[config.mk]
export PLATFORM = sky130hd
export DESIGN_NAME = memory_arbiter_flat
export DESIGN_NICKNAME = d
export VERILOG_FILES = /design/src/rtl/memory_arbiter_pkg.sv /design/src/rtl/memory_arbiter_if.sv /design/src/rtl/memory_arbiter_rr_arbiter2.sv /design/src/rtl/memory_arbiter.sv /design/src/flat_wrapper.sv
export SDC_FILE = /design/constraint.sdc
export NUM_CORES = 1
export LEC_CHECK = 0
export BUFFER_PORTS_ARGS = -buffer_cell sky130_fd_sc_hd__buf_2
export CORE_AREA = 5 5 543 545
export DETAILED_ROUTE_END_ITERATION = 16
export DIE_AREA = 0 0 548 550
export GPL_TIMING_DRIVEN = 1
export PLACE_DENSITY_LB_ADDON = 0.25
export SLEW_MARGIN = 40
export SYNTH_ARGS = -nofsm -noshare
export SYNTH_HDL_FRONTEND = slang
export SYNTH_SLANG_ARGS = --single-unit
[constraint.sdc]
create_clock -name clock -period 3.14 [get_ports clock]
set_clock_uncertainty 0.15 [all_clocks]
set_input_delay 0.471 -clock clock [delete_from_list [all_inputs] [get_ports clock]]
set_output_delay 0.471 -clock clock [all_outputs]
set_load 0.01 [all_outputs]
[src/rtl/memory_arbiter_pkg.sv]
// rtl/memory_arbiter_pkg.sv - shared types and line geometry for the memory arbiter
package memory_arbiter_pkg;

  localparam int LINE_BITS        = 256;
  localparam int LINE_OFFSET_BITS = 5;

  typedef enum logic [1:0] {
    IDLE,
    BUSY_IC,
    BUSY_DC,
    RELEASE
  } arb_state_e;

  typedef enum logic {
    REQ_IC,
    REQ_DC
  } arb_req_e;

endpackage

[src/rtl/memory_arbiter_if.sv]
// rtl/memory_arbiter_if.sv - cache and memory side signals of the memory arbiter
interface memory_arbiter_if #(
  parameter int ADDR_BITS = 32,
  parameter int LINE_BITS = 256
);

  logic                 ic_read;
  logic [ADDR_BITS-1:0] ic_address;
  logic                 ic_ready;
  logic [LINE_BITS-1:0] ic_rdata;

  logic                 dc_read;
  logic                 dc_write;
  logic [ADDR_BITS-1:0] dc_address;
  logic [LINE_BITS-1:0] dc_wdata;
  logic                 dc_ready;
  logic [LINE_BITS-1:0] dc_rdata;
  logic                 dc_done;

  logic                 mem_read;
  logic                 mem_write;
  logic [ADDR_BITS-1:0] mem_address;
  logic [LINE_BITS-1:0] mem_wdata;
  logic [LINE_BITS-1:0] mem_rdata;
  logic                 mem_ready;
  logic                 mem_done;

  logic                 timeout;

  // slave: the arbiter itself; master: caches plus memory around it
  modport slave (
    input  ic_read, ic_address, dc_read, dc_write, dc_address, dc_wdata,
           mem_rdata, mem_ready, mem_done,
    output ic_ready, ic_rdata, dc_ready, dc_rdata, dc_done,
           mem_read, mem_write, mem_address, mem_wdata, timeout
  );

  modport master (
    output ic_read, ic_address, dc_read, dc_write, dc_address, dc_wdata,
           mem_rdata, mem_ready, mem_done,
    input  ic_ready, ic_rdata, dc_ready, dc_rdata, dc_done,
           mem_read, mem_write, mem_address, mem_wdata, timeout
  );

endinterface

[src/rtl/memory_arbiter_rr_arbiter2.sv]
// rtl/memory_arbiter_rr_arbiter2.sv - combinational two-way round-robin pick
module memory_arbiter_rr_arbiter2
  import memory_arbiter_pkg::*;
(
  input  logic     req_ic,
  input  logic     req_dc,
  input  arb_req_e last_grant,
  output logic     grant_valid,
  output arb_req_e grant
);

  always_comb begin
    grant_valid = req_ic | req_dc;
    grant       = REQ_IC;
    if (req_ic && req_dc) begin
      grant = (last_grant == REQ_IC) ? REQ_DC : REQ_IC;
    end else if (req_dc) begin
      grant = REQ_DC;
    end
  end

endmodule

[src/rtl/memory_arbiter.sv]
// rtl/memory_arbiter.sv - shares one line-wide memory port between I-cache and D-cache
module memory_arbiter #(
  parameter int ADDR_BITS      = 32,
  parameter int LINE_BITS      = memory_arbiter_pkg::LINE_BITS,
  parameter int TIMEOUT_CYCLES = 1024
) (
  input logic              clock,
  input logic              reset,
  memory_arbiter_if.slave  bus
);

  import memory_arbiter_pkg::*;

  localparam int WD_BITS = $clog2(TIMEOUT_CYCLES);
  localparam logic [WD_BITS-1:0] WD_MAX = WD_BITS'(TIMEOUT_CYCLES - 1);

  function automatic logic [ADDR_BITS-1:0] line_align(input logic [ADDR_BITS-1:0] a);
    return {a[ADDR_BITS-1:LINE_OFFSET_BITS], {LINE_OFFSET_BITS{1'b0}}};
  endfunction

  arb_state_e           state_q, state_d;
  arb_req_e             last_grant_q, grant;
  logic                 grant_valid;
  logic [WD_BITS-1:0]   wd_q;
  logic                 op_write_q, abandoned_q;
  logic                 do_grant, do_complete, do_expire;
  logic                 busy, mem_complete, still_req, abandoned_now;

  logic                 ic_ready_q, dc_ready_q, dc_done_q, timeout_q;
  logic                 mem_read_q, mem_write_q;
  logic [ADDR_BITS-1:0] mem_address_q;
  logic [LINE_BITS-1:0] mem_wdata_q, ic_rdata_q, dc_rdata_q;

  memory_arbiter_rr_arbiter2 u_rr (
    .req_ic      (bus.ic_read),
    .req_dc      (bus.dc_read | bus.dc_write),
    .last_grant  (last_grant_q),
    .grant_valid (grant_valid),
    .grant       (grant)
  );

  assign busy         = (state_q == BUSY_IC) || (state_q == BUSY_DC);
  assign mem_complete = op_write_q ? bus.mem_done : bus.mem_ready;

  // A requester that lets go at any point during BUSY forfeits its response pulse
  always_comb begin
    still_req = 1'b0;
    if (state_q == BUSY_IC) begin
      still_req = bus.ic_read;
    end else if (state_q == BUSY_DC) begin
      still_req = op_write_q ? bus.dc_write : bus.dc_read;
    end
  end
  assign abandoned_now = abandoned_q | ~still_req;

  always_ff @(posedge clock or negedge reset) begin
    if (!reset) begin
      state_q <= IDLE;
    end else begin
      state_q <= state_d;
    end
  end

  always_comb begin
    state_d     = state_q;
    do_grant    = 1'b0;
    do_complete = 1'b0;
    do_expire   = 1'b0;
    unique case (state_q)
      IDLE: begin
        if (grant_valid) begin
          do_grant = 1'b1;
          state_d  = (grant == REQ_IC) ? BUSY_IC : BUSY_DC;
        end
      end
      BUSY_IC, BUSY_DC: begin
        if (mem_complete) begin
          do_complete = 1'b1;
          state_d     = RELEASE;
        end else if (wd_q == WD_MAX) begin
          do_expire = 1'b1;
          state_d   = RELEASE;
        end
      end
      RELEASE: state_d = IDLE;
      default: state_d = IDLE;
    endcase
  end

  always_ff @(posedge clock or negedge reset) begin
    if (!reset) begin
      last_grant_q  <= REQ_DC;
      wd_q          <= '0;
      op_write_q    <= 1'b0;
      abandoned_q   <= 1'b0;
      ic_ready_q    <= 1'b0;
      dc_ready_q    <= 1'b0;
      dc_done_q     <= 1'b0;
      timeout_q     <= 1'b0;
      mem_read_q    <= 1'b0;
      mem_write_q   <= 1'b0;
      mem_address_q <= '0;
      mem_wdata_q   <= '0;
      ic_rdata_q    <= '0;
      dc_rdata_q    <= '0;
    end else begin
      ic_ready_q <= 1'b0;
      dc_ready_q <= 1'b0;
      dc_done_q  <= 1'b0;
      timeout_q  <= 1'b0;

      if (do_grant) begin
        last_grant_q <= grant;
        wd_q         <= '0;
        abandoned_q  <= 1'b0;
        if (grant == REQ_IC) begin
          op_write_q    <= 1'b0;
          mem_read_q    <= 1'b1;
          mem_write_q   <= 1'b0;
          mem_address_q <= line_align(bus.ic_address);
          mem_wdata_q   <= '0;
        end else begin
          // dc_write takes priority over a simultaneous (illegal) dc_read
          op_write_q    <= bus.dc_write;
          mem_read_q    <= ~bus.dc_write;
          mem_write_q   <= bus.dc_write;
          mem_address_q <= line_align(bus.dc_address);
          mem_wdata_q   <= bus.dc_write ? bus.dc_wdata : '0;
        end
      end

      if (busy) begin
        wd_q        <= wd_q + WD_BITS'(1);
        abandoned_q <= abandoned_now;
      end

      if (do_complete || do_expire) begin
        mem_read_q    <= 1'b0;
        mem_write_q   <= 1'b0;
        mem_address_q <= '0;
        mem_wdata_q   <= '0;
      end

      if (do_complete && !abandoned_now) begin
        if (state_q == BUSY_IC) begin
          ic_ready_q <= 1'b1;
          ic_rdata_q <= bus.mem_rdata;
        end else if (op_write_q) begin
          dc_done_q <= 1'b1;
        end else begin
          dc_ready_q <= 1'b1;
          dc_rdata_q <= bus.mem_rdata;
        end
      end

      if (do_expire) begin
        timeout_q <= 1'b1;
      end
    end
  end

  assign bus.ic_ready    = ic_ready_q;
  assign bus.ic_rdata    = ic_rdata_q;
  assign bus.dc_ready    = dc_ready_q;
  assign bus.dc_rdata    = dc_rdata_q;
  assign bus.dc_done     = dc_done_q;
  assign bus.mem_read    = mem_read_q;
  assign bus.mem_write   = mem_write_q;
  assign bus.mem_address = mem_address_q;
  assign bus.mem_wdata   = mem_wdata_q;
  assign bus.timeout     = timeout_q;

endmodule
[src/flat_wrapper.sv]
// flat-port wrapper written by rule: the top's interface ports become plain ports
module memory_arbiter_flat import memory_arbiter_pkg::*;
#(
  parameter int ADDR_BITS      = 32,
  parameter int LINE_BITS      = memory_arbiter_pkg::LINE_BITS,
  parameter int TIMEOUT_CYCLES = 1024
)
  (clock, reset, bus_ic_read, bus_ic_address, bus_dc_read, bus_dc_write, bus_dc_address, bus_dc_wdata, bus_mem_rdata, bus_mem_ready, bus_mem_done, bus_ic_ready, bus_ic_rdata, bus_dc_ready, bus_dc_rdata, bus_dc_done, bus_mem_read, bus_mem_write, bus_mem_address, bus_mem_wdata, bus_timeout);
  memory_arbiter_if #(.ADDR_BITS(ADDR_BITS), .LINE_BITS(LINE_BITS)) bus_i ();
  input logic clock;
  input logic reset;
  input wire logic [$bits(bus_i.ic_read)-1:0] bus_ic_read;
  input wire logic [$bits(bus_i.ic_address)-1:0] bus_ic_address;
  input wire logic [$bits(bus_i.dc_read)-1:0] bus_dc_read;
  input wire logic [$bits(bus_i.dc_write)-1:0] bus_dc_write;
  input wire logic [$bits(bus_i.dc_address)-1:0] bus_dc_address;
  input wire logic [$bits(bus_i.dc_wdata)-1:0] bus_dc_wdata;
  input wire logic [$bits(bus_i.mem_rdata)-1:0] bus_mem_rdata;
  input wire logic [$bits(bus_i.mem_ready)-1:0] bus_mem_ready;
  input wire logic [$bits(bus_i.mem_done)-1:0] bus_mem_done;
  output wire logic [$bits(bus_i.ic_ready)-1:0] bus_ic_ready;
  output wire logic [$bits(bus_i.ic_rdata)-1:0] bus_ic_rdata;
  output wire logic [$bits(bus_i.dc_ready)-1:0] bus_dc_ready;
  output wire logic [$bits(bus_i.dc_rdata)-1:0] bus_dc_rdata;
  output wire logic [$bits(bus_i.dc_done)-1:0] bus_dc_done;
  output wire logic [$bits(bus_i.mem_read)-1:0] bus_mem_read;
  output wire logic [$bits(bus_i.mem_write)-1:0] bus_mem_write;
  output wire logic [$bits(bus_i.mem_address)-1:0] bus_mem_address;
  output wire logic [$bits(bus_i.mem_wdata)-1:0] bus_mem_wdata;
  output wire logic [$bits(bus_i.timeout)-1:0] bus_timeout;
  assign bus_i.ic_read = bus_ic_read;
  assign bus_i.ic_address = bus_ic_address;
  assign bus_i.dc_read = bus_dc_read;
  assign bus_i.dc_write = bus_dc_write;
  assign bus_i.dc_address = bus_dc_address;
  assign bus_i.dc_wdata = bus_dc_wdata;
  assign bus_i.mem_rdata = bus_mem_rdata;
  assign bus_i.mem_ready = bus_mem_ready;
  assign bus_i.mem_done = bus_mem_done;
  assign bus_ic_ready = bus_i.ic_ready;
  assign bus_ic_rdata = bus_i.ic_rdata;
  assign bus_dc_ready = bus_i.dc_ready;
  assign bus_dc_rdata = bus_i.dc_rdata;
  assign bus_dc_done = bus_i.dc_done;
  assign bus_mem_read = bus_i.mem_read;
  assign bus_mem_write = bus_i.mem_write;
  assign bus_mem_address = bus_i.mem_address;
  assign bus_mem_wdata = bus_i.mem_wdata;
  assign bus_timeout = bus_i.timeout;
  memory_arbiter #(.ADDR_BITS(ADDR_BITS), .LINE_BITS(LINE_BITS), .TIMEOUT_CYCLES(TIMEOUT_CYCLES)) u_core (.clock(clock), .reset(reset), .bus(bus_i));
endmodule
==> results.md, run 1 <==
- The flow ran to the end, and the final reports show no timing, DRC or antenna violations.
- The die is 550 microns tall.
- In this run the power spent charging and discharging nets is 0.0169 W.
- The worst hold slack is 0.158 ns.
- Summing over every cut layer, the via total after detailed routing is 26,480.
- The vias per cell is 3.27.
- Measured along the x axis, the die boundary spans 548 microns.
- The slowest library cell on the worst path is or4b_1.
- The power share of the clock group is 26.3%.
- For this run, the post-layout net count is 4,773.
- Of the total synthesized cell area, the portion taken by AND, OR, NAND and NOR gates is 4.22%.
- By area, the combinational part of the netlist is dominated by multiplexers.
- The number of antenna violations at the first check in global routing is 121.
- STA classifies the critical path startpoint as a register.
- The number of sinks on the clock net is 816.
- The number of nets with antenna violations after routing is 0.
- The starting density of the core is 10.7%.
- The placer congestion estimate is 0.845.
- Cell internal power was estimated by the tool at 0.0281 W.
- The worst slew margin relative to its limit is 51.5%.
- During placement, the flow inserted port buffers numbering 1,373.
- During I/O placement, the number of pins put on the boundary was 1,389.
- Cells with a size suffix above 1 make up 51.1% of the layout.
- In this run the static leakage power is 25.8 nW.
- Counting flops with an async set or reset pin after synthesis yields a share of 100%.
- The count of endpoints failing hold in the final timing report was 0.
- In the finished design, the share of the clock period the worst path needs comes to 94.9%.
- The total global routing track utilization is 11.1%.
- The sort of element at the end of the critical path is a register.
- The proportion of power drawn by flip-flops and latches is 36.9%.
- In this run, synthesis inferred 0 flip-flops with an integrated enable.
- For this run, the slowest stage of the critical path takes 0.60 ns.
- Synthesis produced a netlist whose cell count is 2,171.
- After synthesis, the largest area contributor takes up 66.1% of total cell area.
- The total area inside the core boundary comes to 290,000 sq um.
- TritonCTS built the clock tree.
- The detailed router finished its first iteration with 1,137 violations.
- The cell sitting at the root of the clock tree is a clkbuf_16.
- In the routed design, unresolved DRC markers number 0.
- In this run the power density over the cells is 859 nW/um^2.
- The synthesized design contains 816 register bits.
- Setup violations remaining at the end of the flow were counted as 0.
- The synthesis-to-finish area growth is 69.6%.
- Summing every instance area after synthesis gives 30,900 sq um.
- The number of different library cells used by synthesis comes to 33.
- Of the total power, the share spent switching nets is 37.5%.
- The worst-case IR drop observed on VDD is 0.490 mV.
- The final-layout setup total negative slack is 0 ns.
- The shortest period the worst path allows is 2.98 ns.
- The total overflow left after global routing is 0.
- The portion of netlist area occupied by mux cells is 19.7%.
- The tool flagged a number of max-cap violations equal to 0.
- Yosys attributes the largest share of cell area to dfrtp_1 (66%), mux2_2 (19%), a22oi_1 (6.2%).
- The clock-pin transition on the worst setup and hold timing paths is 0.06 ns.
- The arrival time of data at the critical path endpoint is 3.51 ns.
- The detailed placement HPWL is 145,000 microns.
- The count of standard-cell rows is 198.
- The proportion of power drawn by combinational gates is 36.8%.
- The synthesized-area fraction occupied by adder cells is 0.162%.
- Global routing consumed, on the met1 layer, 12.5% of the routing resources.
- The H-tree depth is 3.
- The number of slew-limit violations in the final report is 0.
- For the pin with the worst max-slew slack, the measured transition is 0.724 ns.
- The met3 layer usage reported by global route is 3.73%.
- The pre-antenna-repair detailed-routing pass consisted of 5 iterations.
- The via count of the first global-routing pass is 28,336.
- The worst setup path is of the register to register kind.
- Setup repair after global routing left no endpoint under its margin.
- The post-detailed-route wirelength per cell is 21.7 microns.
- Walking the worst path, the cells encountered are inv_1 > ha_1 > clkinv_1 > or4b_1 > nor3b_4 > clkbuf_16 > buf_4 > buf_12 > mux2_2.
- The worst min-delay path class is input pin to asynchronous set/reset pin.
- Based on the critical path, the design can be clocked at up to 0.335 GHz.
- Yosys printed 0 warnings.
- The multi-input combinational cells in the finished layout cover a total of 9810 sq um.
- After detailed routing, the total wire length is 176,000 microns.
- At the worst endpoint, the required time is 3.67 ns.
- The largest fanout on the critical path is 39.
- The area of the die is 301,000 sq um.
- The compound-cell area share of the yosys netlist is 7.24%.
- In the synthesized netlist the dominant register cell turns out to be dfrtp_1.
- The number of fill cells in the layout is 31,980.
- The first-pass GRT wire length is 239,000 microns.
- The layer with the highest usage is met2.
- Summing all flip-flop and latch instances after layout gives 20,400 sq um.
- The number of clock buffers inserted by TritonCTS is 103.
- The biggest area consumer among synthesized cells is dfrtp_1.
- The sequential area share after synthesis is 66.2%.
- Summing the areas of all xor and xnor instances in the mapped netlist gives 0.227% of the synthesized area.
- Entering global routing, the biggest net connects 98 pins.
- The global routing usage on met2 is 19.9%.
- The insertion delay of the later-clocked pin in the worst-skew pair is 0.80 ns.
- No sink is reached through more buffers than the 4 on the longest clock path.
- The per-instance average area after synthesis is 14.2 sq um.
==> cells in the final DEF (no fill, tap or decap), types with 26 or more instances in the layout <==
cell	count
dlygate4sd3_1	572
nor2_1	288
mux2i_1	29
diode_2	43
buf_12	26
a22oi_1	256
mux2_2	514
a211oi_1	27
buf_2	1372
dfrtp_1	815
buf_4	95
clkbuf_16	104
==> Yosys cell counts, types with 3 or more instances <==
cell and number:
mux2i_1 29, buf_4 6, clkbuf_1 91, mux2_2 514, nor2_1 288, o22ai_1 5, nand2_1 23, buf_1 15
and4_1 3, a22oi_1 256, a21oi_1 4, xor2_1 6, nand3_1 5, o21ai_0 9, a211oi_1 27, buf_2 50
dfrtp_1 815, ha_1 4
==> routing by layer <==
| layer | up-vias | routed length [microns] |
|---|---|---|
| met2 | 1199 | 88000 |
| met1 | 13101 | 67300 |
| met5 | - | 253 |
| met4 | 46 | 5970 |
| li1 | 11840 | - |
| met3 | 294 | 14600 |
==> power by group through the flow <==
stage | combinational (W) | sequential (W) | clock (W)
final | 0.0166 | 0.0166 | 0.0118
after global routing | 0.0179 | 0.0171 | 0.0127
after CTS | 0.0171 | 0.0166 | 0.0124
after detailed placement | 0.0164 | 0.0167 | 0
after global placement | 0.0162 | 0.0167 | 0
after floorplan | 0.00556 | 0.0182 | 0
==> sequential cells by signal (all words and copies together), names as in the netlist, 2 cells and up <==
name                    cells
u_core.bus.dc_rdata       256
u_core.bus.ic_rdata       256
u_core.wd_q                10
u_core.bus.mem_wdata      256
u_core.bus.mem_address     27
u_core.state_q              2
==> cell type report <==
type	count	share of cell area, %
Sequential cell	816	39.0
Timing Repair Buffer	2068	26.5
Multi-Input combinational cell	1194	18.7
Tap cell	3800	9.08
Clock buffer	149	5.71
Clock inverter	31	0.667
Antenna cell	43	0.206
Inverter	3	0.0215
==> kinds of logic after synthesis <==
family,after synthesis
DFF,816
buffers and inverters,165
AOI/OAI and AO/OA,303
adders and majority gates,4
other,1
and+or+nand+nor,331
muxes,543
xor gates and xnor gates,8
==> through the flow <==
step           instances  cell area [sq um]  setup WS [ns]  util [%]  power [W]
3_5_place_dp        7306              43100         0.0850      14.9     0.0331
4_1_cts             8058              52200         0.0461      18.0     0.0461
6_report            8104              52300          0.159      18.1     0.0450
3_3_place_gp        7306              43100         0.0616      14.9     0.0329
5_1_grt             8094              52300         0.0185      18.1     0.0477
2_1_floorplan       2175              30900          0.416         -     0.0237
==> worst paths after layout <==
| check | start | endpoint | slack, ns | cells past startpoint |
|---|---|---|---|---|
| max | u_core.state_q[1]$_DFFE_PN0P_ | u_core.bus.dc_rdata[24]$_DFFE_PN0P_ | 0.16 | 9 |
| min | reset | u_core.bus.ic_rdata[160]$_DFFE_PN0P_ | 0.16 | 2 |
| min in group clock | bus_mem_done | u_core.bus.dc_done$_DFF_PN0_ | 0.19 | 4 |
| max in group asynchronous | reset | u_core.bus.ic_rdata[186]$_DFFE_PN0P_ | 1.66 | 3 |
| min reg2reg | u_core.last_grant_q$_DFFE_PN1P_ | u_core.last_grant_q$_DFFE_PN1P_ | 0.32 | 2 |
| max reg2reg | u_core.state_q[1]$_DFFE_PN0P_ | u_core.bus.dc_rdata[24]$_DFFE_PN0P_ | 0.16 | 9 |
==> worst max-delay path, delay by kind of cell (launching register included) <==
kind,cells,cell delay [ns]
multiplexers,1,0.37
buffers and inverters,5,0.81
adder cells (fa/ha/maj),1,0.30
AND/OR/NAND/NOR,2,0.84
flip-flops,1,0.37
==> what timing repair did <==
item | in CTS | in global routing
hold buffers | 572 | 0
endpoints found under the setup margin | 0 | 40
hold endpoints to repair | 1082 | 0
resized for setup | 0 | 2
buffers inserted | 0 | 3
Note: power is estimated with default switching activity, not from simulation.
==> run 2: changes to the inputs <==
- clock period: 3.14 -> 3.3 ns (I/O delays scaled with it)
==> results.md, run 2 (synthesized netlist as in run 1, its figures left out) <==
- The path class of the tightest hold or removal check is input pin to asynchronous set/reset pin.
- The proportion of power drawn by flip-flops and latches is 36.4% (-0.5 points).
- The shortest period the worst path allows is 3.09 ns (+0.107 ns).
- The synthesis-to-finish area growth is 69.9%.
- The insertion delay of the later-clocked pin in the worst-skew pair is 0.81 ns (about the same).
- Setup repair after global routing left no endpoint under its margin.
- The cell area reported after detailed placement is 43,100 sq um (about the same).
- The sort of element at the end of the critical path is a register.
- The number of nets with antenna violations after routing is 0 (unchanged).
- The worst slew margin relative to its limit is 50.1% (-1.5 points).
- The detailed placement HPWL is 145,000 microns (about the same).
- The H-tree depth came to 3 (unchanged).
- The power per standard cell area is 826 nW/um^2 (-3.9%).
- The area inside the core boundary was 290,000 sq um (unchanged).
- The flow ran to the end, and the final reports show no timing, DRC or antenna violations.
- The final wirelength is 176,000 microns (-0.34%).
- The TritonCTS clock tree is yes.
- The leftover overflow at the end of global routing came to 0 (unchanged).
- The detailed-router iteration count before antenna repair was 7 (+2).
- The final setup violation count is 0 (unchanged).
- The area of the die is 301,000 sq um (unchanged).
- The internal power summed over all cells is 0.0272 W (-3.2%).
- The total placed cells including tap cells is 7,290 (-0.22%).
- The total DRC errors in the routed layout is 0 (unchanged).
- The slew at the pin closest to its max-slew limit is 0.728 ns (+0.00405 ns).
- The pin count of the biggest net entering global routing is 93 (-5.1%).
- The count of endpoints failing hold in the final timing report is 0 (unchanged).
- The placer congestion estimate is 0.851 (+0.72%).
- The max capacitance violation total is 0 (unchanged).
- The net count reported at finish is 4,757 (-0.34%).
- The library cell used most frequently in the layout, excluding fill and tap cells, is buf_2.
- The via count of the first global-routing pass is 28,370 (+0.12%).
- The number of slew-limit violations in the final report is 0 (unchanged).
- The global routing usage on met2 is 19.8% (-0.12 points).
- STA classifies the critical path startpoint as a register.
- The I/O pin total is 1,389 (unchanged).
- The smallest setup slack after layout came to 0.212 ns (+0.0528 ns).
- The met3 layer usage reported by global route is 3.78% (+0.042 points).
- The arrival time of data at the critical path endpoint is 3.58 ns (+0.07 ns).
- The first-pass GRT wire length is 238,000 microns (-0.46%).
- The met1 global-route usage came to 12.3% (-0.21 points).
- The peak ir drop on the vdd network is 0.414 mV (-15%).
- The final-layout setup total negative slack is 0 ns (unchanged).
- The layer with the highest usage is met2.
- The number of fill cells in the layout was 31,944 (-0.11%).
- The clock-pin transition on the worst setup and hold timing paths is 0.05 ns (about the same).
- The fraction of layout cells with a size suffix above 1 is 51.0% (about the same).
- The total global routing track utilization came to 11.1% (-0.041 points).
- The final cell count without fillers is 8,087 (-0.21%).
- The maximum frequency from static timing analysis was 0.324 GHz (-3.5%).
- The proportion of power drawn by combinational gates is 36.3% (-0.5 points).
- The library cells used most frequently in the layout, excluding fill and tap cells, are buf_2 (1,372), dfrtp_1 (815), dlygate4sd3_1 (571).
- The floorplan die height is 550 microns (unchanged).
- The final instance area is 52,400 sq um (+0.17%).
- The post-detailed-route wirelength per cell is 21.7 microns (-0.13%).
- The power share of the clock group was 27.4% (+1.1 points).
- The largest fanout on the critical path is 37 (-5.1%).
- The count of vias placed by the detailed router was 26,672 (+0.73%).
- The count of input and output buffers is 1,373 (unchanged).
- The post-route clock period utilization is 93.6% (-1.4 points).
- The starting density of the core came to 10.7% (unchanged).
- The sum of internal, switching and leakage power was 0.0433 W (-3.7%).
- The standby leakage power is 25.8 nW (about the same).
- The number of clock buffers inserted by TritonCTS was 107 (+3.9%).
- The number of buffers on the longest clock path was 4 (unchanged).
- The vias per cell is 3.30 (+0.94%).
- The master cell of the clock root buffer is clkbuf_16.
- The worst endpoint required time is 3.79 ns (+0.12 ns).
- The die width is 548 microns (unchanged).
- The power spent charging and discharging nets is 0.0161 W (-4.6%).
- The number of sinks on the clock net is 816 (unchanged).
- The number of antenna violations at the first check in global routing is 121 (unchanged).
- The switching share of power is 37.2% (-0.35 points).
- The pre-CTS setup slack was 0.172 ns (+0.0870 ns).
- The violation count after the first detailed-routing iteration is 1,113 (-2.1%).
- The count of standard-cell rows came to 198 (unchanged).
- The startpoint-to-endpoint class of the critical path is register to register.
[run 2: cell types whose count changed in the layout (fill, tap and decap cells not counted), moves of 4 or more]
cell / before / now
buf_12: 26 / 31
inv_6: 1 / 5
buf_4: 95 / 72
diode_2: 43 / 37
bufinv_16: 4 / 8
[run 2: routing by layer]
metal / vias to the layer above / routed length (microns)
li1: 11819 / -
met1: 13229 / 66400
met2: 1244 / 87900
met3: 322 / 14600
met4: 58 / 6330
met5: - / 356
[run 2: layout make-up]
| cell class | count | area [sq um] | area share [%] |
|---|---|---|---|
| Timing Repair Buffer | 2048 | 13800 | 26.3 |
| Multi-Input combinational cell | 1194 | 9810 | 18.7 |
| Clock buffer | 147 | 3040 | 5.79 |
| Antenna cell | 37 | 92.6 | 0.177 |
| Inverter | 3 | 11.3 | 0.0215 |
| Clock inverter | 42 | 513 | 0.979 |
| Tap cell | 3800 | 4750 | 9.07 |
| Sequential cell | 816 | 20400 | 39.0 |
[run 2: timing repair]
item / 4_1_cts / 5_1_grt
gates resized for setup: 0 / 0
endpoints found under the setup margin: 0 / 0
buffers inserted: 0 / 0
hold buffers: 571 / 0
endpoints found under the hold margin: 892 / 0
[run 2: path summary, 6_finish.rpt]
path	from	to	slack [ns]	depth (start not counted)
min in group clock	bus_mem_ready	u_core.bus.timeout$_DFF_PN0_	0.14	4
hold reg to reg	u_core.last_grant_q$_DFFE_PN1P_	u_core.last_grant_q$_DFFE_PN1P_	0.32	2
hold / removal	reset	u_core.bus.mem_address[22]$_DFFE_PN0P_	0.10	2
setup / recovery	u_core.op_write_q$_DFFE_PN0P_	u_core.bus.dc_rdata[98]$_DFFE_PN0P_	0.21	6
setup reg to reg	u_core.op_write_q$_DFFE_PN0P_	u_core.bus.dc_rdata[98]$_DFFE_PN0P_	0.21	6
max in group asynchronous	reset	u_core.bus.ic_rdata[70]$_DFFE_PN0P_	1.92	4
[run 2: critical path, stage by stage, from the launching register on]
cell and delay (ns):
dfrtp_1 0.52, mux2i_1 0.31, or4b_1 0.61, nor3b_4 0.26, buf_12 0.28, buf_12 0.27
mux2_2 0.37
[run 2: power by group through the flow]
stage          sequential (W)  clock (W)  combinational [W]
2_1_floorplan          0.0173          0            0.00529
3_3_place_gp           0.0158          0             0.0153
3_5_place_dp           0.0159          0             0.0155
4_1_cts                0.0158     0.0124             0.0162
5_1_grt                0.0162     0.0127             0.0170
6_report               0.0157     0.0119             0.0157
[run 2: stage by stage]
stage | hold WS [ns] | util (%)
after global placement | 0.305 | 14.9
final | 0.104 | 18.1
after detailed placement | 0.308 | 14.9
after CTS | 0.0225 | 18.1
after floorplan | 0.0494 | -
after global routing | 0.0526 | 18.1
==> run 3: changes to the inputs <==
- PLACE_DENSITY: default -> 0.3
- PLACE_DENSITY_LB_ADDON: 0.25 -> default
==> results.md, run 3 (synthesized netlist as in run 1, its figures left out) <==
- The shortest period the worst path allows is 3.11 ns (+0.0259 ns).
- The max capacitance violation total is 0 (unchanged).
- Setup repair after global routing left no endpoint under its margin.
- The number of nets with antenna violations after routing was 0 (unchanged).
- The vias per cell is 3.25 (-1.3%).
- The number of slew-limit violations in the final report is 0 (unchanged).
- The core utilization of the finished layout is 18.2% (+0.072 points).
- The count of input and output buffers is 1,373 (unchanged).
- The fraction of layout cells with a size suffix above 1 is 51.0% (-0.084 points).
- The slew at the pin closest to its max-slew limit is 0.730 ns (+0.00120 ns).
- The starting density of the core was 10.7% (unchanged).
- The insertion delay of the later-clocked pin in the worst-skew pair is 0.82 ns (about the same).
- The post-route clock period utilization is 94.4% (+0.79 points).
- The sort of element at the end of the critical path is a register.
- The detailed placement HPWL is 145,000 microns (+0.14%).
- The reg-to-reg endpoint is u_core.bus.ic_rdata[94]$_DFFE_PN0P_.
- The worst slew margin relative to its limit is 51.4% (+1.3 points).
- The clock-pin transition on the worst setup and hold timing paths is 0.06 ns (about the same).
- The cell count along the critical path is 8 (+2).
- The area inside the core boundary is 290,000 sq um (unchanged).
- The violation count after the first detailed-routing iteration came to 1,064 (-4.4%).
- The master cell of the clock root buffer is clkbuf_16.
- The arrival time of data at the critical path endpoint was 3.60 ns (+0.02 ns).
- The delay of the slowest critical-path stage is 0.58 ns (-0.03 ns).
- The number of buffers on the longest clock path is 4 (unchanged).
- The number of antenna violations at the first check in global routing is 93 (-23%).
- Leaving out fill and tap cells, the most frequent cell in the layout is buf_2.
- The net count reported at finish came to 4,767 (+0.21%).
- The count of vias placed by the detailed router is 26,329 (-1.3%).
- The TritonCTS clock tree is yes.
- The number of buffer and inverter instances along the worst setup path is 5 (+3).
- The count of endpoints failing hold in the final timing report was 0 (unchanged).
- STA classifies the critical path startpoint as a register.
- The critical path goes through mux2i_1 > dlygate4sd3_1 > buf_4 > nor4_2 > buf_12 > buf_12 > buf_4 > mux2_2.
- The largest fanout on the critical path is 26 (-30%).
- The post-detailed-route wirelength per cell is 22.1 microns (+1.8%).
- The final setup violation count is 0 (unchanged).
- The final wirelength is 179,000 microns (+1.9%).
- The total global routing track utilization is 11.3% (+0.22 points).
- The die width was 548 microns (unchanged).
- The final-layout setup total negative slack came to 0 ns (unchanged).
- In this run the critical register-to-register path is launched from u_core.op_write_q$_DFFE_PN0P_.
- The critical path in this run is classified as register to register.
- The first-pass GRT wire length was 243,000 microns (+2.1%).
- The H-tree depth is 3 (unchanged).
- The via count of the first global-routing pass is 28,364 (-0.021%).
- The count of standard-cell rows was 198 (unchanged).
- The cell depth of the worst flop-to-flop path was 8 (+2).
- The I/O pin total was 1,389 (unchanged).
- The register-to-register setup slack was 0.19 ns (-0.03 ns).
- The cell class contributing the biggest share of worst-path delay is buffers and inverters.
- The floorplan die height was 550 microns (unchanged).
- The flow ran to the end, and the final reports show no timing, DRC or antenna violations.
- The standby leakage power was 25.9 nW (+0.34%).
- Leaving out fill and tap cells, the most frequent cells in the layout are buf_2 (1,372), dfrtp_1 (815), dlygate4sd3_1 (572).
- The slowest library cell on the worst path is dlygate4sd3_1.
- From synthesis to final layout, the design area changed by 70.5%.
- The worst min-delay path class is input pin to register.
- The power per standard cell area is 831 nW/um^2 (+0.57%).
- The number of clock buffers inserted by TritonCTS is 113 (+5.6%).
- The most critical setup path has its endpoint at u_core.bus.ic_rdata[94]$_DFFE_PN0P_.
- The worst endpoint required time is 3.79 ns (about the same).
- The sum of internal, switching and leakage power came to 0.0437 W (+0.97%).
- The number of sinks on the clock net is 816 (unchanged).
- The total placed cells including tap cells is 7,293 (+0.041%).
- The detailed-router iteration count before antenna repair was 5 (-2).
- The placer congestion estimate is 0.826 (-3.0%).
- The leftover overflow at the end of global routing is 0 (unchanged).
- The peak ir drop on the vdd network is 0.401 mV (-3.1%).
- The final cell count without fillers is 8,091 (+0.049%).
- The pin count of the biggest net entering global routing is 78 (-16%).
- In this run the worst setup path begins at u_core.op_write_q$_DFFE_PN0P_.
- The maximum frequency from static timing analysis is 0.321 GHz (-0.83%).
- The area of the die came to 301,000 sq um (unchanged).
- The total DRC errors in the routed layout is 0 (unchanged).
[run 3: changes by cell type in the layout (fill, tap and decap cells not counted), sizes merged]
cell,before,now
buf,1477,1480
bufinv,8,2
clkbuf,147,169
clkinv,22,19
clkinvlp,7,2
diode,37,32
dlygate4sd3,571,572
inv,8,5
[run 3: area by class of cell]
class	count	area [sq um]
diodes	32	80.1
clock buffers	169	3340
clock inverters	25	251
fillers	31997	237000
inverters	3	11.3
multi-input cells	1194	9810
flip-flops and latches	816	20400
well taps	3800	4750
repair buffers	2052	14000
[run 3: how the worst min path moves through the flow]
stage	startpoint	end	slack, ns	cells after the start
2_1_floorplan	reset	u_core.abandoned_q$_DFFE_PN0P_	0.05	0
3_3_place_gp	u_core.last_grant_q$_DFFE_PN1P_	u_core.last_grant_q$_DFFE_PN1P_	0.30	2
3_5_place_dp	u_core.last_grant_q$_DFFE_PN1P_	u_core.last_grant_q$_DFFE_PN1P_	0.30	2
4_1_cts	bus_ic_address[27]	u_core.bus.mem_address[27]$_DFFE_PN0P_	0.01	3
5_1_grt	bus_ic_address[27]	u_core.bus.mem_address[27]$_DFFE_PN0P_	0.06	3
6_report	bus_ic_address[27]	u_core.bus.mem_address[27]$_DFFE_PN0P_	0.11	3
[run 3: report_power, final]
part	total, W	internal [W]	switching, W
registers	0.0157	0.0137	0.00208
clock network	0.0120	0.00709	0.00489
logic	0.0160	0.00659	0.00940
[run 3: what timing repair did]
item | 4_1_cts | 5_1_grt
resized for setup | 0 | 0
hold buffers | 572 | 0
endpoints found under the setup margin | 0 | 0
endpoints found under the hold margin | 816 | 0
setup buffers | 0 | 0
[run 3: per-layer routing]
metal / wire length [microns] / vias up / global-route usage, %
met5: 307 / - / 0
met4: 5030 / 48 / 2.94
met3: 14900 / 286 / 3.93
met2: 89900 / 1158 / 20.3
met1: 68800 / 13003 / 12.7
li1: - / 11834 / -
[run 3: tightest hold or removal path, delay by kind of cell]
| kind | cells | cell delay [ns] |
|---|---|---|
| AOI/OAI and AO/OA | 1 | 0.26 |
| muxes | 1 | 0.14 |
| buffers and inverters | 1 | 0.12 |
[run 3: metrics by stage]
step                area, sq um  hold WS (ns)  setup slack [ns]
finish                    52600         0.109             0.186
global route              52600        0.0648           0.00648
CTS                       52600        0.0125            0.0740
detailed placement        43200         0.304             0.266
global placement          43200         0.300             0.254
floorplan                 30900        0.0494             0.576
